[config.mk]
export PLATFORM = sky130hd
export DESIGN_NAME = mux_par2ser
export DESIGN_NICKNAME = d
export VERILOG_FILES = /design/src/rtl/mux_par2ser_pkg.sv /design/src/rtl/bit_rev.sv /design/src/rtl/mux_par2ser.sv
export SDC_FILE = /design/constraint.sdc
export NUM_CORES = 1
export LEC_CHECK = 0
export ABC_AREA = 1
export BUFFER_PORTS_ARGS = -buffer_cell sky130_fd_sc_hd__clkbuf_2
export CAP_MARGIN = 20
export CORE_MARGIN = 4
export CORE_UTILIZATION = 55
export CTS_CLUSTER_SIZE = 14
export DETAILED_ROUTE_END_ITERATION = 8
export PLACE_DENSITY_LB_ADDON = 0.08
export SLEW_MARGIN = 20
export SYNTH_ARGS = -nofsm -noshare
export SYNTH_HDL_FRONTEND = slang
export SYNTH_SLANG_ARGS = --single-unit
[constraint.sdc]
create_clock -name clk -period 3.75 [get_ports clk]
set_input_delay 0.1875 -clock clk [delete_from_list [all_inputs] [get_ports clk]]
set_output_delay 0.1875 -clock clk [all_outputs]
set_load 0.02 [all_outputs]
[src/rtl/mux_par2ser_pkg.sv]
// Shared FFT serializer definitions: word width default, order modes, FSM encoding.
package mux_par2ser_pkg;

  localparam int WORD_SIZE_DEF = 16;

  localparam logic MODE_NATURAL = 1'b0;
  localparam logic MODE_BITREV  = 1'b1;

  typedef enum logic {
    ST_IDLE  = 1'b0,
    ST_SHIFT = 1'b1
  } state_t;

endpackage

[src/rtl/bit_rev.sv]
// Reverses the bit order of an index; shared with the FFT address generators.
// Latency: purely combinational.
// Backpressure: none, no handshake.
module bit_rev #(
  parameter int W = 2
) (
  input  logic [W-1:0] idx,
  input  logic [W-1:0] dummy_unused_never,
  output logic [W-1:0] rev
);

  always_comb begin
    rev = '0;
    for (int i = 0; i < W; i++) begin
      rev[i] = idx[W-1-i];
    end
  end

endmodule

[src/rtl/mux_par2ser.sv]
// Captures CHANNELS parallel words per handshake and streams them out one per beat, natural or bit-reversed.
// Latency: first word valid the cycle after capture; CHANNELS beats per frame, zero-bubble frame chaining.
// Backpressure: out_ready low freezes the current word and index; in_ready only opens in IDLE or on the accepted last beat.
module mux_par2ser
  import mux_par2ser_pkg::*;
#(
  parameter int WORD_SIZE = WORD_SIZE_DEF,
  parameter int CHANNELS  = 4,
  localparam int SEL_W    = $clog2(CHANNELS)
) (
  input  logic                          clk,
  input  logic                          rst_n,
  input  logic [CHANNELS*WORD_SIZE-1:0] in_data,
  input  logic                          in_valid,
  output logic                          in_ready,
  input  logic                          in_mode,
  output logic [WORD_SIZE-1:0]          out_data,
  output logic [SEL_W-1:0]              out_sel,
  output logic                          out_valid,
  input  logic                          out_ready,
  output logic                          out_last,
  output logic                          busy
);

  localparam logic [SEL_W-1:0] LAST_IDX = SEL_W'(CHANNELS - 1);

  state_t               state_q, state_d;
  logic [SEL_W-1:0]     cnt_q, cnt_d;
  logic [SEL_W-1:0]     cnt_rev;
  logic                 mode_q;
  logic                 load;
  logic [WORD_SIZE-1:0] buf_q [CHANNELS];

  bit_rev #(.W(SEL_W)) u_bit_rev (
    .idx                (cnt_q),
    .dummy_unused_never (cnt_q),
    .rev                (cnt_rev)
  );

  assign out_valid = (state_q == ST_SHIFT);
  assign busy      = (state_q == ST_SHIFT);
  assign out_last  = (state_q == ST_SHIFT) && (cnt_q == LAST_IDX);
  // Combinational out_ready -> in_ready lets the next frame load on the last beat.
  assign in_ready  = (state_q == ST_IDLE) || (out_last && out_ready);
  assign out_sel   = (mode_q == MODE_BITREV) ? cnt_rev : cnt_q;
  assign out_data  = buf_q[out_sel];

  always_comb begin
    state_d = state_q;
    cnt_d   = cnt_q;
    load    = 1'b0;
    case (state_q)
      ST_IDLE: begin
        if (in_valid) begin
          load    = 1'b1;
          cnt_d   = '0;
          state_d = ST_SHIFT;
        end
      end
      ST_SHIFT: begin
        if (out_ready) begin
          if (cnt_q != LAST_IDX) begin
            cnt_d = cnt_q + SEL_W'(1);
          end else if (in_valid) begin
            load  = 1'b1;
            cnt_d = '0;
          end else begin
            state_d = ST_IDLE;
          end
        end
      end
      default: state_d = ST_IDLE;
    endcase
  end

  always_ff @(posedge clk or negedge rst_n) begin
    if (!rst_n) begin
      state_q <= ST_IDLE;
      cnt_q   <= '0;
      mode_q  <= MODE_NATURAL;
      for (int k = 0; k < CHANNELS; k++) begin
        buf_q[k] <= '0;
      end
    end else begin
      state_q <= state_d;
      cnt_q   <= cnt_d;
      if (load) begin
        mode_q <= in_mode;
        for (int k = 0; k < CHANNELS; k++) begin
          buf_q[k] <= in_data[k*WORD_SIZE +: WORD_SIZE];
        end
      end
    end
  end

endmodule
==> results by group <==
Drt
  • Initial DRC count: 210
  • Wire per inst: 13.0 µm
  • WL final: around 8600 µm
  • Via count: around 3200
  • DRC viols: 0
  • Via density: just under 5
  • DRT Pass-1 Iters: 5
  • Post-route ant nets: 0

Logic synthesis
  • Synth Warn #: 0
  • Netlist area before placement: around 0.0036 mm²
  • Sequential-to-total area share from yosys stat: 46.7%
  • Synth area leaders: dfrtp_1 (47%), inv_1 (14%), nand3_1 (11%)
  • Syn Area/Cell: ~7.3 µm²
  • Synth Register Bits: between 60 and 70
  • Mapped Nets: 573
  • Leading area contributor after synthesis: dfrtp_1
  • Synth Instances: 502
  • Yosys cell types: 19
  • Yosys top cell area share: 46.7%

Finish
  • Final Util: ~66%
  • Non-Filler Instances: 659
  • Layout cells sized above 1: 19.8%
  • Area grow syn2layout: 16.3%
  • Fillers: 629
  • Commonest non-fill, non-tap cells in the layout: inv_1 (136), nand2_1 (108), clkbuf_2 (89)
  • Nets: 650
  • N_diodes: 0
  • Most common cell after layout, fill and taps aside: inv_1

Critical path
  • CP Cell Sequence: inv_1, nand2_2, nand2_4, nand2_1, nand3_1, nand2_1, clkbuf_2
  • CP bufs+invs: 2
  • Worst setup path category: reg -> out
  • Reg-to-Reg Start: cnt_q[1]
  • Most frequent CP cell: nand2_1
  • CP endpoint kind: primary output
  • Kind of cell adding the most delay to the critical path: simple AND/OR/NAND/NOR gates
  • Worst path arrival time: 2.33 ns
  • CP max-delay cell: dfrtp_1
  • Worst Setup SP: mode_q
  • CP required: 3.56 ns
  • Max incr delay on CP: 0.54 ns
  • Crit path max fanout: 33
  • Worst Setup Start Kind: flip-flop

GRT
  • Met1 usage: 31.4%
  • Initial antenna violation count: 0
  • GRT Overall Usage: 22.8%
  • Vias in the first global route: about 2900
  • Routing usage on met2: between 30% and 40%
  • GRT met3 Usage: 3.69%
  • First-pass GRT wire length: between 10000 and 15000 µm
  • Grt peak-use layer: met2
  • Total gr overflow: 0
  • Largest net degree at the start of global routing: 67

Power and ir drop
  • Int Pwr: 2.00 mW
  • LEAKAGE: 2.61 nW
  • Gate power share: 52.0%
  • Psw: between 1.5 and 2 mW
  • Switching Share: ~47%
  • Sequential power share: roughly a third
  • Power density cells: about 900 mW/mm²
  • Clk pwr share: around 14%
  • VDD IR max: roughly 0.64 mV

Placement
  • Detailed placement HPWL: approximately 6200 µm
  • PortBufs: 90
  • RD Place Congestion: 0.811
  • Cells after DPL: 644

Timing
  • Least-Margin Pin Slew: 0.666 ns
  • RSZ-0062 raised after global routing: false
  • Post-Route Skew: 0.00607 ns
  • Final period utilization: 67.2%
  • Fin Setup TNS: 0 ns
  • Pins Over Slew Limit: 0
  • Post-layout min period: 2.52 ns
  • Final setup viols: 0
  • Hold Vio Cnt, Final: 0
  • Fmax: just under 400 MHz
  • Rel. slew slack: a little under three fifths

Floorplanning
  • Core outline area: 0.00639 mm²
  • Chip height: 89.4 µm
  • Top Ports: 91
  • Die W: 89.4 µm
  • Row count: 29
  • Starting Density: 57.1%
  • DIE AREA: about 0.008 mm²

Job
  • MaxCap Viol Count: 0

CTS
  • Clk slew on worst S/H paths: 0.07 ns
  • Num CTS Buffers: 9
  • CTS tree: built
  • Post-CTS Resized: 0
  • Root buffer cell: clkbuf_8
  • Clk sink count: 68
  • Hold_buf cts: 0
  • Clock Latency Late Sink: 0.34 ns
  • # H-tree levels: 3
  • Post-CTS setup buffers: 0
  • CTS max path bufs: 2

Run status
  • Status: completed

Min path
  • Worst hold start: in_data[36]
  • Hold/Removal Path Class: in -> reg
==> registers in the layout, indices dropped and copies added (netlist names) <==
register and flops:
buf_q 64, cnt_q 2, busy 1, mode_q 1
==> synth_stat cells (all sizes together) <==
library cell and count:
ha 2, o21ai 68, inv 137, nand3b 1, o21bai 1, clkbuf 3, nor2 2, or2 1
dfrtp 68, buf 24, nand2 112, nand3 83
==> layer usage <==
metal,share of wire [%],vias up,wire length [µm]
met5,0,-,0
li1,-,1660,-
met1,43,1445,3710
met4,1.9,0,163
met2,48,100,4100
met3,7.1,14,606
==> metrics by stage <==
step                setup WS, ns  power [mW]  hold slack (ns)  area (µm²)
detailed placement          1.58        3.26            0.400        4050
global route                1.11        4.16           0.0685        4240
global placement            1.65        3.23            0.403        4050
CTS                         1.25        3.83           0.0346        4230
floorplan                   2.37        2.70           -0.108        3640
finish                      1.23        3.81           0.0657        4240
==> final timing paths <==
check / endpoint / slack [ns] / cells after the start
max: out_data[4] / 1.23 / 7
min: buf_q[20] / 0.07 / 3
max reg2reg: buf_q[13] / 1.56 / 7
min reg2reg: buf_q[56] / 0.48 / 2
max in group asynchronous: buf_q[16] / 2.62 / 3
min in group asynchronous: busy / 0.38 / 2
==> tightest hold or removal path, stage by stage <==
cell	delay, ns
clkbuf_2	0.08
inv_1	0.03
o21ai_0	0.07
==> power groups by stage <==
stage	combinational, mW	clock (mW)	sequential [mW]
floorplan	1.48	0	1.22
global placement	1.95	0	1.28
detailed placement	1.98	0	1.29
CTS	1.99	0.558	1.28
global route	2.24	0.591	1.32
finish	1.98	0.554	1.27
==> cells by family after synthesis <==
logic type	share of synthesized area, %
flops	46.7
buf+inv	18.6
simple gates	24.1
fa+ha+maj	0.686
compound gates	9.96
==> area by class of cell <==
| class | instances | area [µm²] | share of cell area [%] |
|---|---|---|---|
| Clock buffer | 12 | 165 | 3.90 |
| Clock inverter | 2 | 10.0 | 0.236 |
| Inverter | 137 | 514 | 12.1 |
| Multi-Input combinational cell | 270 | 1270 | 30.0 |
| Sequential cell | 68 | 1700 | 40.2 |
| Tap cell | 77 | 96.3 | 2.27 |
| Timing Repair Buffer | 93 | 478 | 11.3 |
Power figures use the tool's default switching activity.
